===== src/rtl/uart_pkg.sv =====
// ---------------------------------------------------------------------------
// uart_pkg
// Shared types and helpers for the UART receive (and later transmit) path.
//   rx_state_t : receiver FSM state encoding
//   DATA_BITS  : payload width of one character
//   calc_div   : system clocks per oversample tick
// ---------------------------------------------------------------------------
package uart_pkg;

    localparam int DATA_BITS = 8;

    typedef enum logic [2:0] {
        IDLE,
        START,
        DATA,
        PARITY,
        STOP
    } rx_state_t;

    // Integer division on purpose: the residual baud error is absorbed by
    // re-aligning every frame to its own start edge.
    function automatic int calc_div(input int clk_freq, input int baud, input int oversample);
        return clk_freq / (baud * oversample);
    endfunction

endpackage


===== src/rtl/uart_rx_if.sv =====
// ---------------------------------------------------------------------------
// uart_rx_if
// Receive-side bundle between the UART receiver and the IO-bus register file.
//   rx_data   : last correctly received byte
//   rx_busy   : frame in progress
//   rx_valid  : one-cycle pulse when rx_data is updated
//   frame_err : one-cycle pulse on a rejected frame
// Modports: master (receiver drives), slave (register file observes).
// ---------------------------------------------------------------------------
interface uart_rx_if;
    import uart_pkg::*;

    logic [DATA_BITS-1:0] rx_data;
    logic                 rx_busy;
    logic                 rx_valid;
    logic                 frame_err;

    modport master (
        output rx_data,
        output rx_busy,
        output rx_valid,
        output frame_err
    );

    modport slave (
        input rx_data,
        input rx_busy,
        input rx_valid,
        input frame_err
    );

endinterface


===== src/rtl/uart_baud_gen.sv =====
// ---------------------------------------------------------------------------
// uart_baud_gen
// Divides the system clock into a one-cycle oversample tick.
//   clk   : system clock
//   reset : asynchronous active-high reset
//   clear : holds the divider at 0 (phase re-alignment)
//   tick  : one-cycle pulse every DIV clocks, at count DIV-1
// Written standalone so the transmitter can reuse it.
// ---------------------------------------------------------------------------
module uart_baud_gen #(
    parameter int DIV = 10
) (
    input  logic clk,
    input  logic reset,
    input  logic clear,
    output logic tick
);

    localparam int              CNT_W   = (DIV > 1) ? $clog2(DIV) : 1;
    localparam logic [CNT_W-1:0] CNT_MAX = CNT_W'(DIV - 1);

    if (DIV < 2) begin : g_bad_div
        $error("uart_baud_gen: DIV must be at least 2");
    end

    logic [CNT_W-1:0] cnt_q;
    logic [CNT_W-1:0] cnt_d;

    // Next count and tick; clear wins so the first tick after a clear comes
    // a full DIV clocks later.
    always_comb begin
        cnt_d = cnt_q + 1'b1;
        tick  = 1'b0;
        if (clear) begin
            cnt_d = '0;
        end else if (cnt_q == CNT_MAX) begin
            cnt_d = '0;
            tick  = 1'b1;
        end
    end

    always_ff @(posedge clk or posedge reset) begin
        if (reset) begin
            cnt_q <= '0;
        end else begin
            cnt_q <= cnt_d;
        end
    end

endmodule


===== src/rtl/uart_rx.sv =====
// ---------------------------------------------------------------------------
// uart_rx
// Serial receive front end: synchronises rxd, oversamples each bit,
// majority-votes three samples around mid-bit and checks the stop bit.
//   clk    : system clock
//   reset  : asynchronous active-high reset
//   rxd    : asynchronous serial input, idle high
//   rx_if  : uart_rx_if.master (rx_data, rx_busy, rx_valid, frame_err)
// Optional build macro UART_RX_PARITY_EN adds an even-parity bit
// (11-bit frames); undefined gives plain 8N1.
// ---------------------------------------------------------------------------
module uart_rx
    import uart_pkg::*;
#(
    parameter int CLK_FREQ   = 50_000_000,
    parameter int BAUD       = 115_200,
    parameter int OVERSAMPLE = 16
) (
    input  logic      clk,
    input  logic      reset,
    input  logic      rxd,
    uart_rx_if.master rx_if
);

    localparam int DIV    = calc_div(CLK_FREQ, BAUD, OVERSAMPLE);
    localparam int SAMP_W = $clog2(OVERSAMPLE);
    localparam int IDX_W  = $clog2(DATA_BITS);

    localparam logic [SAMP_W-1:0] SAMP_EARLY = SAMP_W'(OVERSAMPLE / 2 - 1);
    localparam logic [SAMP_W-1:0] SAMP_MID   = SAMP_W'(OVERSAMPLE / 2);
    localparam logic [SAMP_W-1:0] SAMP_LATE  = SAMP_W'(OVERSAMPLE / 2 + 1);
    localparam logic [SAMP_W-1:0] SAMP_LAST  = SAMP_W'(OVERSAMPLE - 1);
    localparam logic [IDX_W-1:0]  IDX_LAST   = IDX_W'(DATA_BITS - 1);

    if (DIV < 2) begin : g_bad_div
        $error("uart_rx: CLK_FREQ/(BAUD*OVERSAMPLE) must be at least 2");
    end
    if ((OVERSAMPLE < 8) || (OVERSAMPLE % 2 != 0)) begin : g_bad_os
        $error("uart_rx: OVERSAMPLE must be even and at least 8");
    end

    logic rxd_meta_q;
    logic rxs_q;
    logic rxs_prev_q;

    rx_state_t            state_q,   state_d;
    logic [SAMP_W-1:0]    samp_q,    samp_d;
    logic [IDX_W-1:0]     bit_idx_q, bit_idx_d;
    logic [DATA_BITS-1:0] shift_q,   shift_d;
    logic                 vote_a_q,  vote_a_d;
    logic                 vote_b_q,  vote_b_d;
    logic [DATA_BITS-1:0] data_q,    data_d;
    logic                 busy_q,    busy_d;
    logic                 valid_q,   valid_d;
    logic                 ferr_q,    ferr_d;
`ifdef UART_RX_PARITY_EN
    logic                 par_err_q, par_err_d;
`endif

    logic tick;
    logic vote;
    logic decide;
    logic bit_end;

    // Two-flop synchroniser plus one history flop for falling-edge detect.
    // All three reset to the idle-line level so reset never fakes a start.
    always_ff @(posedge clk or posedge reset) begin
        if (reset) begin
            rxd_meta_q <= 1'b1;
            rxs_q      <= 1'b1;
            rxs_prev_q <= 1'b1;
        end else begin
            rxd_meta_q <= rxd;
            rxs_q      <= rxd_meta_q;
            rxs_prev_q <= rxs_q;
        end
    end

    // Divider is parked in IDLE, so the first tick of every frame lands a
    // fixed DIV clocks after the start edge was seen.
    uart_baud_gen #(
        .DIV (DIV)
    ) u_baud_gen (
        .clk   (clk),
        .reset (reset),
        .clear (state_q == IDLE),
        .tick  (tick)
    );

    // The third vote is the live sample taken at the decision tick itself.
    assign vote    = (vote_a_q & vote_b_q) | (vote_a_q & rxs_q) | (vote_b_q & rxs_q);
    assign decide  = tick && (samp_q == SAMP_LATE);
    assign bit_end = tick && (samp_q == SAMP_LAST);

    // Next-state logic: sample counter, vote capture, shift register and the
    // frame FSM. Pulses default low so they are exactly one cycle wide.
    always_comb begin
        state_d   = state_q;
        samp_d    = samp_q;
        bit_idx_d = bit_idx_q;
        shift_d   = shift_q;
        vote_a_d  = vote_a_q;
        vote_b_d  = vote_b_q;
        data_d    = data_q;
        valid_d   = 1'b0;
        ferr_d    = 1'b0;
`ifdef UART_RX_PARITY_EN
        par_err_d = par_err_q;
`endif

        if (tick) begin
            samp_d = (samp_q == SAMP_LAST) ? '0 : samp_q + 1'b1;
            if (samp_q == SAMP_EARLY) begin
                vote_a_d = rxs_q;
            end
            if (samp_q == SAMP_MID) begin
                vote_b_d = rxs_q;
            end
        end

        case (state_q)
            IDLE: begin
                samp_d    = '0;
                bit_idx_d = '0;
                if (rxs_prev_q && !rxs_q) begin
                    state_d = START;
                end
            end

            START: begin
                if (decide && vote) begin
                    state_d = IDLE;
                end else if (bit_end) begin
                    state_d   = DATA;
                    bit_idx_d = '0;
                end
            end

            DATA: begin
                if (decide) begin
                    shift_d = {vote, shift_q[DATA_BITS-1:1]};
                end
                if (bit_end) begin
                    if (bit_idx_q == IDX_LAST) begin
`ifdef UART_RX_PARITY_EN
                        state_d = PARITY;
`else
                        state_d = STOP;
`endif
                    end else begin
                        bit_idx_d = bit_idx_q + 1'b1;
                    end
                end
            end

`ifdef UART_RX_PARITY_EN
            PARITY: begin
                if (decide) begin
                    par_err_d = vote ^ (^shift_q);
                end
                if (bit_end) begin
                    state_d = STOP;
                end
            end
`endif

            STOP: begin
                // Return to IDLE at mid-stop so a start bit that follows
                // immediately is still caught.
                if (decide) begin
                    state_d = IDLE;
`ifdef UART_RX_PARITY_EN
                    if (vote && !par_err_q) begin
`else
                    if (vote) begin
`endif
                        data_d  = shift_q;
                        valid_d = 1'b1;
                    end else begin
                        ferr_d = 1'b1;
                    end
                end
            end

            default: begin
                state_d = IDLE;
            end
        endcase

        busy_d = (state_d != IDLE);
    end

    // State and output registers; reset aborts any frame without a pulse.
    always_ff @(posedge clk or posedge reset) begin
        if (reset) begin
            state_q   <= IDLE;
            samp_q    <= '0;
            bit_idx_q <= '0;
            shift_q   <= '0;
            vote_a_q  <= 1'b0;
            vote_b_q  <= 1'b0;
            data_q    <= '0;
            busy_q    <= 1'b0;
            valid_q   <= 1'b0;
            ferr_q    <= 1'b0;
`ifdef UART_RX_PARITY_EN
            par_err_q <= 1'b0;
`endif
        end else begin
            state_q   <= state_d;
            samp_q    <= samp_d;
            bit_idx_q <= bit_idx_d;
            shift_q   <= shift_d;
            vote_a_q  <= vote_a_d;
            vote_b_q  <= vote_b_d;
            data_q    <= data_d;
            busy_q    <= busy_d;
            valid_q   <= valid_d;
            ferr_q    <= ferr_d;
`ifdef UART_RX_PARITY_EN
            par_err_q <= par_err_d;
`endif
        end
    end

    assign rx_if.rx_data   = data_q;
    assign rx_if.rx_busy   = busy_q;
    assign rx_if.rx_valid  = valid_q;
    assign rx_if.frame_err = ferr_q;

endmodule


===== src/flat_wrapper.sv =====
// flat-port wrapper written by rule: the top's interface ports become plain ports
module uart_rx_flat import uart_pkg::*;
#(
    parameter int CLK_FREQ   = 50_000_000,
    parameter int BAUD       = 115_200,
    parameter int OVERSAMPLE = 16
)
  (clk, reset, rxd, rx_if_rx_data, rx_if_rx_busy, rx_if_rx_valid, rx_if_frame_err);
  uart_rx_if rx_if_i ();
  input  logic clk;
  input  logic reset;
  input  logic rxd;
  output wire logic [$bits(rx_if_i.rx_data)-1:0] rx_if_rx_data;
  output wire logic [$bits(rx_if_i.rx_busy)-1:0] rx_if_rx_busy;
  output wire logic [$bits(rx_if_i.rx_valid)-1:0] rx_if_rx_valid;
  output wire logic [$bits(rx_if_i.frame_err)-1:0] rx_if_frame_err;
  assign rx_if_rx_data = rx_if_i.rx_data;
  assign rx_if_rx_busy = rx_if_i.rx_busy;
  assign rx_if_rx_valid = rx_if_i.rx_valid;
  assign rx_if_frame_err = rx_if_i.frame_err;
  uart_rx #(.CLK_FREQ(CLK_FREQ), .BAUD(BAUD), .OVERSAMPLE(OVERSAMPLE)) u_core (.clk(clk), .reset(reset), .rxd(rxd), .rx_if(rx_if_i));
endmodule

===== config.mk =====
export PLATFORM = sky130hd
export DESIGN_NAME = uart_rx_flat
export DESIGN_NICKNAME = d
export VERILOG_FILES = /design/src/rtl/uart_pkg.sv /design/src/rtl/uart_rx_if.sv /design/src/rtl/uart_baud_gen.sv /design/src/rtl/uart_rx.sv /design/src/flat_wrapper.sv
export SDC_FILE = /design/constraint.sdc
export NUM_CORES = 1
export LEC_CHECK = 0
export ABC_AREA = 1
export BUFFER_PORTS_ARGS = -buffer_cell sky130_fd_sc_hd__buf_2
export CORE_MARGIN = 3
export CORE_UTILIZATION = 45
export CTS_BUF_LIST = sky130_fd_sc_hd__clkbuf_16
export CTS_CLUSTER_SIZE = 10
export DETAILED_ROUTE_END_ITERATION = 6
export PLACE_DENSITY = 0.71
export SYNTH_ARGS = -nofsm -noshare
export SYNTH_HDL_FRONTEND = slang
export SYNTH_HIERARCHICAL = 1
export SYNTH_SLANG_ARGS = --single-unit

===== constraint.sdc =====
create_clock -name clk -period 2.55 [get_ports clk]
set_input_delay 0.255 -clock clk [delete_from_list [all_inputs] [get_ports clk]]
set_output_delay 0.255 -clock clk [all_outputs]
set_load 0.05 [all_outputs]

==> flow_summary.json <==
{
  "status": "complete, no violations",
  "max-vdd-ir-drop_v": 0.0005526,
  "path_common_cell": "nand2_1",
  "worstPathRequired_ns": 2.71,
  "p_leak_nw": 1.072,
  "layoutNonFillerInstCount": 258,
  "grt_pass1_vias": 1193,
  "worstMarginPinSlew_ns": 0.4200,
  "routed_wl_microns": 2828,
  "overflow": 0,
  "synth_largest_area_cell": "dfrtp_1",
  "path_depth": 13,
  "synthToLayoutAreaGrowth_pct": 13.47,
  "final_area_sq_um": 2044,
  "clock-sinks": 39,
  "place_congestion": 0.8129,
  "powerDensity_nw_per_um2": 710.3,
  "cp_slowest_cell": "dfrtp_1",
  "cts_tree": "done",
  "ys_seq_area_frac": 0.5438,
  "rr_worst_depth": 13,
  "synth_area_leaders": "dfrtp_1 50%, nand2_1 7.1%, inv_1 5.0%, ha_1 4.9%, dfstp_2 4.4%",
  "ys_ff_latch": 39,
  "arrival_ns": 2.11,
  "async_flop_share": 1.000,
  "finalCriticalPeriod_ns": 1.953,
  "grt_max_degree": 35,
  "path_class": "flop to flop",
  "via_count": 1208,
  "groute.usage.overall": 0.1342,
  "dp_hpwl_microns": 1993,
  "final.setup.tns_ns": 0,
  "r2r-end": "u_core/bit_idx_q[2]",
  "setup_viol": 0,
  "critPathBufInv": 3,
  "antenna_cells": 0,
  "clockBufferDepth": 2,
  "reg2reg_slack_ns": 0.60,
  "reg2reg_from": "u_core/u_baud_gen/cnt_q[0]",
  "chipHeight_microns": 69.28,
  "die_area_sq_um": 4799,
  "vias_per_cell": 4.682,
  "io_buffers": 13,
  "ys_warn_count": 6,
  "syn_avg_cell_area_sq_um": 9.483,
  "rsz0062_at_grt": "false",
  "critical-path-top-delay-family": "simple AND/OR/NAND/NOR gates",
  "synthesis.area_sq_um": 1802,
  "post-place-ws_ns": 0.6157,
  "synth-edff-count": 0,
  "path_max_fanout": 6,
  "fin_crit_sh": 0.7659,
  "layout-drive-gt1-share": 0.1952,
  "pin_count": 14,
  "maxSlewViolCount": 0,
  "synth_top_area_share": 0.5000,
  "ant_nets": 0,
  "clock_latency_ns": 0.27,
  "synthCells": 190,
  "hold_path_class": "input port to flop",
  "max_cap_violations": 0,
  "drc": 0,
  "nets": 219,
  "rows": 22,
  "start_util": 0.4778,
  "grt_first_pass_wirelength_microns": 5168,
  "place_area_sq_um": 1897,
  "crit_path_end": "u_core/bit_idx_q[2]",
  "cpPeakStageDelay_ns": 0.41,
  "dp.cells": 249,
  "cts_buffers": 5,
  "finClkSkew_ns": 0.004053,
  "die_x_microns": 69.28,
  "wl_per_cell_microns": 10.96,
  "slew_headroom": 0.7200,
  "fmax_mhz": 512.0,
  "yosys-top-cells-count": "36 x dfrtp_1, 34 x nand2_1, 24 x inv_1",
  "worstPathCellList": "inv_1 -> ha_1 -> nand2_1 -> inv_1 -> nand2_2 -> nor2_1 -> inv_2 -> nor2_4 -> nand2_2 -> o21ai_2 -> nand2_1 -> nand2_1 -> o21ai_1",
  "start_kind": "flop",
  "setup_ws_ns": 0.5969,
  "htreeDepth": 2,
  "synthesis.nets": 200,
  "hold_violations": 0,
  "cts-root-buf": "clkbuf_16",
  "fin_util": 0.5421,
  "drtPass1Iterations": 4,
  "startpoint": "u_core/u_baud_gen/cnt_q[0]",
  "endpoint_kind": "flop",
  "synth.distinct_cells": 29,
  "synth.most_common_cell": "dfrtp_1",
  "grt_antenna_before_repair": 0,
  "drtIter0Drc": 51,
  "clk_pin_slew_ns": 0.05,
  "coreArea_sq_um": 3771,
  "synthFlopType": "dfrtp_1"
}
cell families after synthesis:
| group | Yosys count | share of synthesized area |
|---|---|---|
| AO/OA/AOI/OAI | 29 | 0.08681 |
| flip-flops | 39 | 0.5438 |
| AND/OR/NAND/NOR | 83 | 0.2340 |
| XOR/XNOR | 2 | 0.009724 |
| adder cells (fa/ha/maj) | 7 | 0.04861 |
| buffers and inverters | 30 | 0.07708 |
worst min-delay path by stage:
stage / from / end / slack (ns) / cells past startpoint
finish: rxd / u_core/rxd_meta_q / 0.08 / 1
global route: rxd / u_core/rxd_meta_q / 0.07 / 1
CTS: rxd / u_core/rxd_meta_q / 0.07 / 1
detailed placement: reset / u_core/u_baud_gen/cnt_q[4] / 0.17 / 2
global placement: reset / u_core/u_baud_gen/cnt_q[4] / 0.17 / 2
floorplan: reset / u_core/u_baud_gen/cnt_q[0] / 0.03 / 1
report_power, final:
group | leakage [nW] | total (mW) | internal [mW] | switching [mW]
Clock | 0.0762 | 0.569 | 0.353 | 0.216
Combinational | 0.477 | 0.168 | 0.0639 | 0.104
Sequential | 0.519 | 0.715 | 0.671 | 0.0447
per-layer routing:
layer	global-route usage	wire length [microns]	up-vias
met5	0	0	-
met4	0.05206	36	0
met3	0.03913	80	5
met2	0.2129	1370	13
met1	0.1731	1342	552
li1	-	-	638
through the flow:
| step | hold WS [ns] | power (mW) |
|---|---|---|
| CTS | 0.07215 | 1.472 |
| global route | 0.07275 | 1.540 |
| floorplan | 0.03352 | 0.8578 |
| detailed placement | 0.1721 | 0.8961 |
| global placement | 0.1675 | 0.8925 |
| finish | 0.07872 | 1.452 |
area by class of cell:
cell class	count	area (sq um)
Inverter	27	101.3
Sequential cell	39	979.7
Multi-Input combinational cell	121	683.2
Fill cell	342	1727
Tap cell	48	60.06
Clock inverter	3	12.51
Clock buffer	5	125.1
Timing Repair Buffer	15	82.58
layout by cell type (no fill, tap or decap), types with 2 or more instances in the layout:
cell type,count
inv_2,3
nor2_2,3
ha_1,7
nand2_2,3
nor3_1,2
dfrtp_1,36
a21oi_1,9
nand4_1,2
inv_1,26
nor2_4,2
dfstp_2,3
nand2_1,34
o21ai_1,3
nor2_8,2
nor2_1,20
buf_2,13
nand3_1,11
o21ai_0,13
clkbuf_16,5
registers in the layout (all words and copies together) (netlist names):
name,count
u_core/bit_idx_q,3
u_core/rx_if.frame_err,1
u_core/rx_if.rx_busy,1
u_core/rx_if.rx_data,8
u_core/rx_if.rx_valid,1
u_core/rxd_meta_q,1
u_core/rxs_prev_q,1
u_core/rxs_q,1
u_core/samp_q,4
u_core/shift_q,8
u_core/state_q,3
u_core/u_baud_gen/cnt_q,5
u_core/vote_a_q,1
u_core/vote_b_q,1
what timing repair did:
action / in CTS / in global routing
hold buffers: 1 / 0
setup buffers: 0 / 0
hold endpoints to repair: 5 / 0
resized for setup: 0 / 0
Power figures use the tool's default switching activity.
